**config.mk**
```make
export PLATFORM = sky130hd
export DESIGN_NAME = gw_flux_stream_encoder
export DESIGN_NICKNAME = d
export VERILOG_FILES = /design/src/rtl/gw_flux_stream_encoder.sv
export SDC_FILE = /design/constraint.sdc
export NUM_CORES = 1
export LEC_CHECK = 0
export ABC_AREA = 1
export CAP_MARGIN = 40
export CELL_PAD_IN_SITES_DETAIL_PLACEMENT = 1
export CELL_PAD_IN_SITES_GLOBAL_PLACEMENT = 2
export CORE_UTILIZATION = 43
export CTS_CLUSTER_DIAMETER = 30
export DETAILED_ROUTE_END_ITERATION = 10
export PLACE_DENSITY_LB_ADDON = 0.12
export REMOVE_ABC_BUFFERS = 1
export SLEW_MARGIN = 15
export SYNTH_ARGS = -nofsm -noshare
export SYNTH_HDL_FRONTEND = slang
export SYNTH_SLANG_ARGS = --single-unit
export TNS_END_PERCENT = 20
```
**constraint.sdc**
```tcl
create_clock -name clk -period 10.9 [get_ports clk]
set_clock_uncertainty 0.2 [all_clocks]
set_input_delay 2.18 -clock clk [delete_from_list [all_inputs] [get_ports clk]]
set_output_delay 2.18 -clock clk [all_outputs]
set_load 0.05 [all_outputs]
```
**src/rtl/gw_flux_stream_encoder.sv**
```systemverilog
// Greaseweazle flux-stream encoder: absolute flux/index timestamps in, variable-length byte stream out.
// Optional statistics counters are enabled by defining GW_FLUX_STATS_EN.
module gw_flux_stream_encoder #(
  parameter int unsigned TS_W       = 28,
  parameter int unsigned FIFO_DEPTH = 32,
  parameter int unsigned FIFO_AW    = 5
) (
  input  logic              clk,
  input  logic              rst,
  input  logic              start,
  input  logic              stop,
  input  logic [31:0]       in_data,
  input  logic              in_valid,
  output logic              in_ready,
  output logic [7:0]        out_data,
  output logic              out_valid,
  input  logic              out_ready,
  output logic              busy,
  output logic              done,
  output logic [FIFO_AW:0]  fifo_level
`ifdef GW_FLUX_STATS_EN
  ,
  output logic [31:0]       stat_flux,
  output logic [15:0]       stat_index,
  output logic [15:0]       stat_space,
  output logic [15:0]       stat_zero
`endif
);

  typedef enum logic [2:0] {S_IDLE, S_BASE, S_RUN, S_EMIT, S_TERM, S_DONE} state_e;

  localparam int unsigned          SpaceMax = FIFO_DEPTH - 7;
  localparam logic [FIFO_AW-1:0]   PtrOne   = 1;
  localparam logic [FIFO_AW:0]     LvlOne   = 1;

  state_e            state_q, state_d;
  logic [TS_W-1:0]   base_q, base_d;
  logic [6:0][7:0]   stage_q, stage_d;
  logic [2:0]        cnt_q, cnt_d, idx_q, idx_d;
  logic              stop_q, stop_d;
  logic              done_q;

  // Byte FIFO (first-word-fall-through)
  logic [7:0]         mem [FIFO_DEPTH];
  logic [FIFO_AW-1:0] wr_ptr_q, rd_ptr_q;
  logic [FIFO_AW:0]   level_q;
  logic               push, pop, full, can_push, space_ok;
  logic [7:0]         push_data;

  assign out_valid  = (level_q != '0);
  assign out_data   = out_valid ? mem[rd_ptr_q] : 8'h00;
  assign pop        = out_valid && out_ready;
  assign full       = (32'(level_q) == FIFO_DEPTH);
  assign can_push   = !full || pop;
  assign space_ok   = (32'(level_q) <= SpaceMax);
  assign fifo_level = level_q;

  always_ff @(posedge clk) begin
    if (push) mem[wr_ptr_q] <= push_data;
  end

  always_ff @(posedge clk or posedge rst) begin
    if (rst) begin
      wr_ptr_q <= '0;
      rd_ptr_q <= '0;
      level_q  <= '0;
    end else begin
      if (push) wr_ptr_q <= wr_ptr_q + PtrOne;
      if (pop)  rd_ptr_q <= rd_ptr_q + PtrOne;
      case ({push, pop})
        2'b10:   level_q <= level_q + LvlOne;
        2'b01:   level_q <= level_q - LvlOne;
        default: level_q <= level_q;
      endcase
    end
  end

  // Word decode and staging-byte generation
  logic [TS_W-1:0] ts, delta;
  logic [27:0]     d28, n_space;
  logic            is_index;
  logic [10:0]     e, off;
  logic [2:0]      q;
  logic [6:0][7:0] enc_stage;
  logic [2:0]      enc_cnt;
  logic            unused_bits;

  assign ts          = in_data[TS_W-1:0];
  assign is_index    = in_data[31];
  assign delta       = ts - base_q;
  assign d28         = 28'(delta);
  assign n_space     = d28 - 28'd249;
  assign unused_bits = ^in_data[30:TS_W];

  function automatic logic [3:0][7:0] n28(input logic [27:0] n);
    logic [3:0][7:0] b;
    b[0] = {n[6:0],   1'b1};
    b[1] = {n[13:7],  1'b1};
    b[2] = {n[20:14], 1'b1};
    b[3] = {n[27:21], 1'b1};
    return b;
  endfunction

  // Quotient/remainder of (d-250)/255 for d < 1525 via a compare ladder
  always_comb begin
    e = d28[10:0] - 11'd250;
    if (e >= 11'd1020)     begin q = 3'd4; off = 11'd1020; end
    else if (e >= 11'd765) begin q = 3'd3; off = 11'd765;  end
    else if (e >= 11'd510) begin q = 3'd2; off = 11'd510;  end
    else if (e >= 11'd255) begin q = 3'd1; off = 11'd255;  end
    else                   begin q = 3'd0; off = 11'd0;    end
  end

  always_comb begin
    logic [3:0][7:0] nb;
    enc_stage = '0;
    enc_cnt   = 3'd0;
    nb        = n28(is_index ? d28 : n_space);
    if (is_index) begin
      enc_stage[0] = 8'hFF;
      enc_stage[1] = 8'h01;
      enc_stage[2] = nb[0];
      enc_stage[3] = nb[1];
      enc_stage[4] = nb[2];
      enc_stage[5] = nb[3];
      enc_cnt      = 3'd6;
    end else if (d28 == 28'd0) begin
      enc_cnt = 3'd0;
    end else if (d28 < 28'd250) begin
      enc_stage[0] = d28[7:0];
      enc_cnt      = 3'd1;
    end else if (d28 < 28'd1525) begin
      enc_stage[0] = 8'd250 + {5'd0, q};
      enc_stage[1] = 8'(e - off) + 8'd1;
      enc_cnt      = 3'd2;
    end else begin
      enc_stage[0] = 8'hFF;
      enc_stage[1] = 8'h02;
      enc_stage[2] = nb[0];
      enc_stage[3] = nb[1];
      enc_stage[4] = nb[2];
      enc_stage[5] = nb[3];
      enc_stage[6] = 8'hF9;
      enc_cnt      = 3'd7;
    end
  end

  assign busy = (state_q != S_IDLE) && (state_q != S_DONE);
  assign done = done_q;

  always_comb begin
    state_d   = state_q;
    base_d    = base_q;
    stage_d   = stage_q;
    cnt_d     = cnt_q;
    idx_d     = idx_q;
    stop_d    = stop_q | (stop && busy);
    push      = 1'b0;
    push_data = stage_q[idx_q];
    in_ready  = 1'b0;
    case (state_q)
      S_IDLE, S_DONE: begin
        if (start) begin
          state_d = S_BASE;
          stop_d  = 1'b0;
        end
      end
      S_BASE: begin
        in_ready = !stop_q;
        if (stop_q) begin
          state_d = S_TERM;
        end else if (in_valid && !is_index) begin
          base_d  = ts;
          state_d = S_RUN;
        end
      end
      S_RUN: begin
        in_ready = !stop_q && space_ok;
        if (stop_q) begin
          state_d = S_TERM;
        end else if (in_valid && in_ready) begin
          stage_d = enc_stage;
          cnt_d   = enc_cnt;
          idx_d   = 3'd0;
          if (!is_index) base_d = ts;
          state_d = (enc_cnt == 3'd0) ? S_RUN : S_EMIT;
        end
      end
      S_EMIT: begin
        if (can_push) begin
          push = 1'b1;
          if (idx_q == 3'(cnt_q - 3'd1)) state_d = stop_q ? S_TERM : S_RUN;
          else                           idx_d   = idx_q + 3'd1;
        end
      end
      S_TERM: begin
        push_data = 8'h00;
        if (can_push) begin
          push    = 1'b1;
          state_d = S_DONE;
        end
      end
      default: state_d = S_IDLE;
    endcase
  end

  always_ff @(posedge clk or posedge rst) begin
    if (rst) begin
      state_q <= S_IDLE;
      base_q  <= '0;
      stage_q <= '0;
      cnt_q   <= '0;
      idx_q   <= '0;
      stop_q  <= 1'b0;
      done_q  <= 1'b0;
    end else begin
      state_q <= state_d;
      base_q  <= base_d;
      stage_q <= stage_d;
      cnt_q   <= cnt_d;
      idx_q   <= idx_d;
      stop_q  <= stop_d;
      // 0x00 only ever appears as the terminator in this byte stream
      done_q  <= pop && (out_data == 8'h00);
    end
  end

`ifdef GW_FLUX_STATS_EN
  logic start_acc, run_acc;
  assign start_acc = ((state_q == S_IDLE) || (state_q == S_DONE)) && start;
  assign run_acc   = (state_q == S_RUN) && in_valid && in_ready;

  always_ff @(posedge clk or posedge rst) begin
    if (rst) begin
      stat_flux  <= '0;
      stat_index <= '0;
      stat_space <= '0;
      stat_zero  <= '0;
    end else if (start_acc) begin
      stat_flux  <= '0;
      stat_index <= '0;
      stat_space <= '0;
      stat_zero  <= '0;
    end else if (run_acc) begin
      if (is_index) begin
        if (stat_index != '1) stat_index <= stat_index + 16'd1;
      end else if (enc_cnt == 3'd0) begin
        if (stat_zero != '1) stat_zero <= stat_zero + 16'd1;
      end else begin
        if (stat_flux != '1) stat_flux <= stat_flux + 32'd1;
        if (enc_cnt == 3'd7 && stat_space != '1) stat_space <= stat_space + 16'd1;
      end
    end
  end
`endif

endmodule

```
* Yosys cells after proc, flatten, opt, wreduce, memory -nomap -nowiden
Memories as Yosys holds them, arrays and structs flattened.
Cells that the tools add are included.
** Storage, ports and cells
- Bits in registers :: 111
- Bits in writable memories :: 256
- Memories kept :: 1
** Memory list
- mem :: words 32, bits a word 8, read ports 1, clocked after memory_dff 0, wr ports 1, RTL line 44 : logic [7:0] mem [FIFO_DEPTH];
** Cells by class
- Add/sub/neg operators :: 12
- Order comparisons :: 8
- Equality and inequality tests :: 22
- Muxes and demuxes :: 54
- Bitwise logic cells :: 2
- Reductions and logical operators :: 26
** Operator list (count)
- two-way mux 28 bit :: 6
- two-way mux 48 bit :: 2
- two-way mux 8 bit :: 9
- two-way mux 56 bit :: 1
- case mux 28 bit (2 select lines) :: 1
- two-way mux 3 bit :: 18
- two-way mux 40 bit :: 1
- logical NOT 28 bit :: 1
- < comparator 28 x 11 -> 1 bit (second input constant) :: 1
- < comparator 28 x 8 -> 1 bit (second input constant) :: 1
- subtractor 28 bit :: 1
- subtractor 28 x 8 -> 28 bit (second input constant) :: 1
- binary-select mux 8 bit (select 3 bit) :: 1
- greater-or-equal comparator 11 x 10 -> 1 bit (second input constant) :: 2
- inequality test 2 bit (second input constant) :: 10
- two-way mux 16 bit :: 1
- case mux 3 bit (5 select lines) :: 1
- case mux 6 bit (2 select lines) :: 1
- AND reduction 6 bit :: 2
- greater-or-equal comparator 11 x 8 -> 1 bit (second input constant) :: 1
- greater-or-equal comparator 11 x 9 -> 1 bit (second input constant) :: 1
- subtractor 11 x 8 -> 11 bit (second input constant) :: 1
- adder 5 x 1 -> 5 bit (second input constant) :: 2
- inequality test 3 bit (second input constant) :: 3
- 33 further kinds :: 55

* Logic depth before layout (Yosys ltp)
Gate-level depths: netlist (run 1).
- Depth after elaboration :: 13
- Gate-level depth with buffers :: 34
- Mapped depth without buffers :: 34

* Worst setup path before layout (run 1)
No wires, ideal clock.
- Path type :: in2reg
- From :: input port in_data[0]
- To :: register stage_q[15] (netlist name)
- Library setup time :: 0.132 ns
- Data arrival time :: 6.095 ns
- Data required time :: 10.568 ns
- Setup slack :: 4.474 ns
- Cell stages on the path :: 32
- Buffers on the path :: 0
- Cells stage by stage :: inv_1 > ha_1 > inv_1 > fa_1 > nand2_1 > inv_1 > nor2_2 > inv_1 > ha_1 > inv_1 > nand3_1 > nor2_1 > nand2_1 > nand2_1 > nand2_1 > a21oi_1 > nor2_1 > nor2b_1 > nand2_1 > inv_1 > ha_1 > inv_1 > ha_1 > fa_1 > nand3_1 > nand2_1 > nand2_1 > nand2_1 > a21oi_1 > xor2_1 > xnor2_1 > o22ai_2
** On the way
- Cells in the longest elaborated chain, start to end :: 13
- Elaborated cells on any way between the ends :: 19
** RTL lines
- start: declaration :: RTL line 12 : input logic [31:0] in_data,
- subtractor 28 bit (*) :: RTL line 90 : assign delta = ts - base_q;
- subtractor 11 x 8 -> 11 bit :: RTL line 106 : e = d28[10:0] - 11'd250;
- greater-or-equal comparator 11 x 8 -> 1 bit :: RTL line 110 : else if (e >= 11'd255) begin q = 3'd1; off = 11'd255; end
- two-way mux 8 bit :: RTL line 110
- two-way mux 8 bit :: RTL line 109 : else if (e >= 11'd510) begin q = 3'd2; off = 11'd510; end
- two-way mux 8 bit :: RTL line 108 : else if (e >= 11'd765) begin q = 3'd3; off = 11'd765; end
- two-way mux 8 bit :: RTL line 107 : if (e >= 11'd1020) begin q = 3'd4; off = 11'd1020; end
- subtractor 8 bit :: RTL line 134 : enc_stage[1] = 8'(e - off) + 8'd1;
- adder 8 x 1 -> 8 bit :: RTL line 134
- two-way mux 16 bit :: RTL line 132 : end else if (d28 < 28'd1525) begin
- two-way mux 48 bit :: RTL line 129 : end else if (d28 < 28'd250) begin
- two-way mux 56 bit (*) :: RTL line 127 : end else if (d28 == 28'd0) begin
- two-way mux 48 bit (*) :: RTL line 119 : if (is_index) begin
- end signal: assignment :: RTL line 219 : stage_q <= stage_d;
- end: declaration :: RTL line 38 : logic [6:0][7:0] stage_q, stage_d;
Every way passes the cells marked *; elsewhere a longest branch is shown, timed or not.
A chain may end at the register's enable or synchronous reset.

* Worst setup path after layout (run 1)
Same ends and word-level chain as after synthesis.

==> results.txt, run 1 <==
status: finished, final reports clean
Top delay family on crit path: simple AND/OR/NAND/NOR gates
total I/O pin count: 56
first-pass GRT wire length: 90.5 mm
Max IR drop VDD: 0.399 mV
Buf+Inv Stages, Crit Path: 7
share of cells above drive strength 1: 0.0991
Clk pin slew, worst setup/hold paths: 40 ps
Root Driver: clkbuf_16
Setup Fix Bufs, Post-CTS: 0
drt wl/cell: 21.1 um
Syn. warnings: 0
commonest non-fill, non-tap cell in the layout: nand2_1
Area growth syn-to-layout: 22.6%
clk buf depth: 3
final WL: 57.7 mm
critical path peak fanout: 5
Post-CTS Hold Fix Bufs: 0
grt ovf: 0
Avg Inst Size Synth: 9.10 sq um
Die W: 209 um
Max Fclk: 142 MHz
Async SR Flop Fraction: 0.281
worst-margin pin slew: 875 ps
full die area: 43,900 sq um
Vias: 15,016
antenna violations before repair: 0
vias in the first global route: 16,223
power density cells: 384 nW/um^2
Fin. Hold Viols: 0
Final WS setup: 3850 ps
Post-synth EDFFs: 256
min-delay worst type: flop to flop
Critical Path Most Common Cell: nand2_1
row cnt: 75
cell count after synthesis: 2,033
most frequent cells in the layout: 386 x nand2_1, 284 x nor2_1, 256 x edfxtp_1
worst-path cell with the longest stage delay: fa_1
routability cong.: 0.836
ys flop type: edfxtp_1
Core ar.: 42,200 sq um
clk sinks: 356
relative slew slack: 0.413
CP Capture Type: flop
n_diodes: 0
CTS resizes: 0
Pleak: 9.36 nW
H-tree levels: 3
crit-path max cell delay: 480 ps
die height: 209 um
Max-Cap Viols: 0
Synth Cell Area: 18,500 sq um
total global-route track usage: 0.269
fillers: 4,769
Iter 0 DRT Violations: 757
RSZ-0062 raised after global routing: no
Setup violations, final: 0
DR vias/cell: 5.48
CTS tree: yes
crit path DAT: 7310 ps
DRT Pass-1 Iters: 5
post-synthesis register bit count: 356
Final nets: 2,228
Data required, critical path: 11,150 ps
Yosys cell types: 50
IO Port Bufs: 52
DRC: 0
Initial Util: 0.438
Setup TNS: 0 ps
clk_lat worst skew: 610 ps
largest net degree at the start of global routing: 83
Critical Path Source Type: input port
sequential fraction of the synthesis area: 0.550
max-slew violation count: 0
final worst path period need: 7050 ps
period utilization: 0.647
dpl ws: 3240 ps
CTS Buf Count: 86
Post-DP HPWL: 38.1 mm
DRT antenna net count: 0
CP Class: input port to flop
sequential cells by signal, summed over array words and instances, names as in the netlist:
name / flops
fifo_level: 6
stop_q: 1
rd_ptr_q: 5
wr_ptr_q: 5
stage_q: 46
done: 1
mem: 256
idx_q: 3
base_q: 28
state_q: 3
cnt_q: 2
cell type report:
cell class                 instances  area, sq um  share of cell area
clock inverter                    49          602              0.0265
multi-input combinational       1384         7280               0.321
inverter                         222          837              0.0369
clock buffer                     111         2370               0.104
sequential                       356        10200               0.449
timing repair buffer              78          743              0.0327
tap                              539          674              0.0297
synth_stat cells (all sizes together), types with 2 or more instances:
library cell,number,area (sq um)
nor4,2,12.5
nand4,45,282
o211ai,10,75.1
o221ai,26,228
clkinv,7,26.3
and2,3,18.8
nor3,20,110
or2,2,12.5
nand3,105,548
ha,59,738
clkbuf,66,248
o21bai,3,22.5
fa,3,60.1
o22ai,52,350
dfrtp,100,2500
nor2,296,1150
a21oi,84,424
o21ai,201,1010
o31ai,2,15.0
edfxtp,256,7690
nand2,396,1510
xnor2,19,174
inv,215,807
o21a,2,15.0
a31oi,7,43.8
nand3b,5,37.5
xor2,33,304
a211oi,4,30.0
buf,5,27.5
metal layers:
layer  GRT usage  wire length [um]  part of all wire  vias to the layer above
li1            -                 -                 -                     7171
met1       0.316             23800              0.41                     7483
met2       0.492             30100              0.52                      263
met3      0.0388              1830             0.032                       99
met4       0.110              1940             0.034                        0
met5           0                 0                 0                        -
worst min-delay path, cell delays in order, from the launching register on:
cell	delay (ps)
dfrtp_1	330
nand2_1	50
nand2_1	50
logic make-up after synthesis:
family	count (synthesis)	synth area share
buffers and inverters	293	0.0599
multiplexers	1	0.000608
flip-flops	356	0.550
AND/OR/NAND/NOR	875	0.199
AO/OA/AOI/OAI	394	0.121
adder cells (fa/ha/maj)	62	0.0431
XOR/XNOR	52	0.0258
stage by stage:
| stage | utilization | cell area [sq um] | instances | hold WS [ps] | total power [mW] |
|---|---|---|---|---|---|
| floorplan | - | 18200 | 1962 | 244 | 4.71 |
| global placement | 0.465 | 19700 | 2572 | 257 | 5.98 |
| detailed placement | 0.466 | 19700 | 2574 | 263 | 6.12 |
| CTS | 0.536 | 22600 | 2734 | 274 | 8.79 |
| global route | 0.538 | 22700 | 2739 | 288 | 9.25 |
| finish | 0.538 | 22700 | 2739 | 274 | 8.72 |
path summary, 6_finish.rpt:
| kind | from | endpoint | slack, ps | cells past startpoint |
|---|---|---|---|---|
| setup / recovery | in_data[0] | stage_q[15] | 3850 | 33 |
| hold / removal | stage_q[2] | stage_q[2] | 270 | 2 |
| setup reg to reg | base_q[0] | stage_q[15] | 5570 | 31 |
| hold reg to reg | stage_q[2] | stage_q[2] | 270 | 2 |
| max in group asynchronous | rst | rd_ptr_q[0] | 7520 | 4 |
| min in group asynchronous | rst | stop_q | 1790 | 3 |
power by group:
group	switching, mW	internal [mW]	leakage [nW]
clock	0.819	1.76	1.43
sequential	0.147	1.99	3.49
combinational	2.81	1.18	4.44
Power figures use the tool's default switching activity.
==> inputs of run 2 (changes only) <==
--- a/config.mk
+++ b/config.mk
@@ -9,7 +9,7 @@
 export CAP_MARGIN = 40
 export CELL_PAD_IN_SITES_DETAIL_PLACEMENT = 1
 export CELL_PAD_IN_SITES_GLOBAL_PLACEMENT = 2
-export CORE_UTILIZATION = 43
+export CORE_UTILIZATION = 36
 export CTS_CLUSTER_DIAMETER = 30
 export DETAILED_ROUTE_END_ITERATION = 10
 export PLACE_DENSITY_LB_ADDON = 0.12
==> constraint.sdc (replaced) <==
create_clock -name clk -period 5.9 [get_ports clk]
set_clock_uncertainty 0.2 [all_clocks]
set_input_delay 1.18 -clock clk [delete_from_list [all_inputs] [get_ports clk]]
set_output_delay 1.18 -clock clk [all_outputs]
set_load 0.05 [all_outputs]
==> results.txt, run 2 (synthesized netlist as in run 1, its figures left out) <==
fin util: 0.468 (-0.0695)
Root Driver: clkbuf_16
final WL: 58.0 mm (+0.57%)
Vias: 15,096 (+0.53%)
Area growth syn-to-layout: 27.6%
largest registers: mem: 256 flops, stage_q: 46 flops, base_q: 28 flops
Post-DP HPWL: 39.5 mm (+3.6%)
routability cong.: 0.778 (-6.9%)
fillers: 5,743 (+20%)
crit path DAT: 5690 ps (-1620 ps)
commonest non-fill, non-tap cell in the layout: nand2_1
RSZ-0062 raised after global routing: no
M1 GR Usage: 0.272 (-0.0433)
Max Fclk: 184 MHz
clk sinks: 356 (unchanged)
CP Class: input port to flop
DRT antenna net count: 0 (unchanged)
full die area: 52,300 sq um (+19%)
Setup TNS: 0 ps (unchanged)
Die W: 229 um (+9.2%)
Multi-input gate area: 7280 sq um (about the same)
grt ovf: 0 (unchanged)
max-slew violation count: 0 (unchanged)
row cnt: 82 (+9.3%)
critical path peak fanout: 5 (unchanged)
crit-path max cell delay: 450 ps (-30 ps)
status: finished, final reports clean
Final nets: 2,324 (+4.3%)
Max IR drop VDD: 0.323 mV (-19%)
largest net degree at the start of global routing: 131 (+58%)
share of cells above drive strength 1: 0.138 (+0.0390)
total I/O pin count: 56 (unchanged)
Post-CTS Hold Fix Bufs: 0 (unchanged)
final worst path period need: 5440 ps
Setup Fix Bufs, Post-CTS: 0 (unchanged)
period utilization: 0.922
worst-margin pin slew: 853 ps (-22.3 ps)
Max-Cap Viols: 0 (unchanged)
H-tree levels: 3 (unchanged)
Pleak: 9.83 nW (+5.0%)
Clk pin slew, worst setup/hold paths: 40 ps (about the same)
Iter 0 DRT Violations: 629 (-17%)
DRC: 0 (unchanged)
CTS tree: yes
min-delay worst type: flop to flop
IO Port Bufs: 52 (unchanged)
global-route met3 utilization: 0.0368 (-0.00195)
CP Capture Type: flop
CTS Buf Count: 92 (+7.0%)
die height: 229 um (+9.2%)
Critical Path Most Common Cell: nand2_1
Core ar.: 50,500 sq um (+20%)
Data required, critical path: 6150 ps (-5000 ps)
Setup violations, final: 0 (unchanged)
antenna violations before repair: 0 (unchanged)
vias in the first global route: 16,037 (-1.1%)
worst-path cell with the longest stage delay: clkdlybuf4s50_1
Fin. Hold Viols: 0 (unchanged)
DR vias/cell: 5.09 (-7.2%)
GRT met2 Usage: 0.400 (-0.0925)
first-pass GRT wire length: 91.0 mm (+0.48%)
Top reg by flops: mem
most frequent cells in the layout: 386 x nand2_1, 283 x nor2_1, 256 x edfxtp_1
power density cells: 717 nW/um^2 (+87%)
DRT Pass-1 Iters: 5 (unchanged)
Most Crowded Layer GR: met2
drt wl/cell: 19.5 um (-7.2%)
total global-route track usage: 0.224 (-0.0451)
n_diodes: 0 (unchanged)
register area: 10,200 sq um (unchanged)
max reg flops: 256 (unchanged)
clk buf depth: 3 (unchanged)
relative slew slack: 0.429 (+0.0164)
Initial Util: 0.367 (-0.0716)
clk_lat worst skew: 600 ps (about the same)
Critical Path Source Type: input port
## run 2: layer usage
metal	vias up	routed length (um)
li1	7361	-
met1	7422	25000
met2	227	29600
met3	86	2030
met4	0	1330
met5	-	0
## run 2: area by class of cell
type	instances	share of cell area
well taps	672	0.0356
clock inverters	55	0.0269
repair buffers	168	0.0613
flip-flops and latches	356	0.431
clock buffers	110	0.101
multi-input cells	1384	0.308
inverters	222	0.0354
## run 2: power breakdown
group          total, mW  internal [mW]  switching (mW)
Combinational       8.16           2.82            5.34
Sequential          3.92           3.69           0.232
Clock               4.86           3.34            1.52
Total               16.9           9.85            7.10
## run 2: critical path: cells and delay by family
family                     cells  cell delay [ps]
and+or+nand+nor               16             1680
adders and majority gates      5             1360
buffers and inverters          5              680
AOI/OAI and AO/OA              3              450
xor gates and xnor gates       2              350
## run 2: what timing repair did
| item | CTS | global route |
|---|---|---|
| endpoints found under the setup margin | 0 | 2 |
| hold endpoints to repair | 0 | 0 |
| resized for setup | 0 | 2 |
## run 2: final timing paths
| check | startpoint | endpoint | slack [ps] | cells past startpoint |
|---|---|---|---|---|
| max in group asynchronous | rst | base_q[20] | 3760 | 3 |
| max | in_data[0] | stage_q[15] | 460 | 31 |
| min | stage_q[5] | stage_q[5] | 270 | 2 |
| min reg2reg | stage_q[5] | stage_q[5] | 270 | 2 |
| max reg2reg | base_q[0] | stage_q[15] | 1180 | 29 |
| min in group asynchronous | rst | wr_ptr_q[3] | 820 | 2 |
## run 2: stage by stage
stage                     total power [mW]  area (sq um)  setup WS (ps)  hold slack (ps)  instances
after global routing                  18.1         23600           36.0              302       2967
final                                 16.9         23600            462              272       2967
after CTS                             17.2         23600            332              273       2958
after floorplan                       8.71         18200           -519              244       1962
after detailed placement              12.2         20500           -290              261       2793
after global placement                12.0         20500           -185              257       2790
==> inputs of run 3 (changes only) <==
--- a/config.mk
+++ b/config.mk
@@ -6,6 +6,7 @@
 export NUM_CORES = 1
 export LEC_CHECK = 0
 export ABC_AREA = 1
+export ABC_CLOCK_PERIOD_IN_PS = 5900
 export CAP_MARGIN = 40
 export CELL_PAD_IN_SITES_DETAIL_PLACEMENT = 1
 export CELL_PAD_IN_SITES_GLOBAL_PLACEMENT = 2
==> results of run 3 <==
Same layout as run 2: the final DEF is identical, and so are final timing and power.
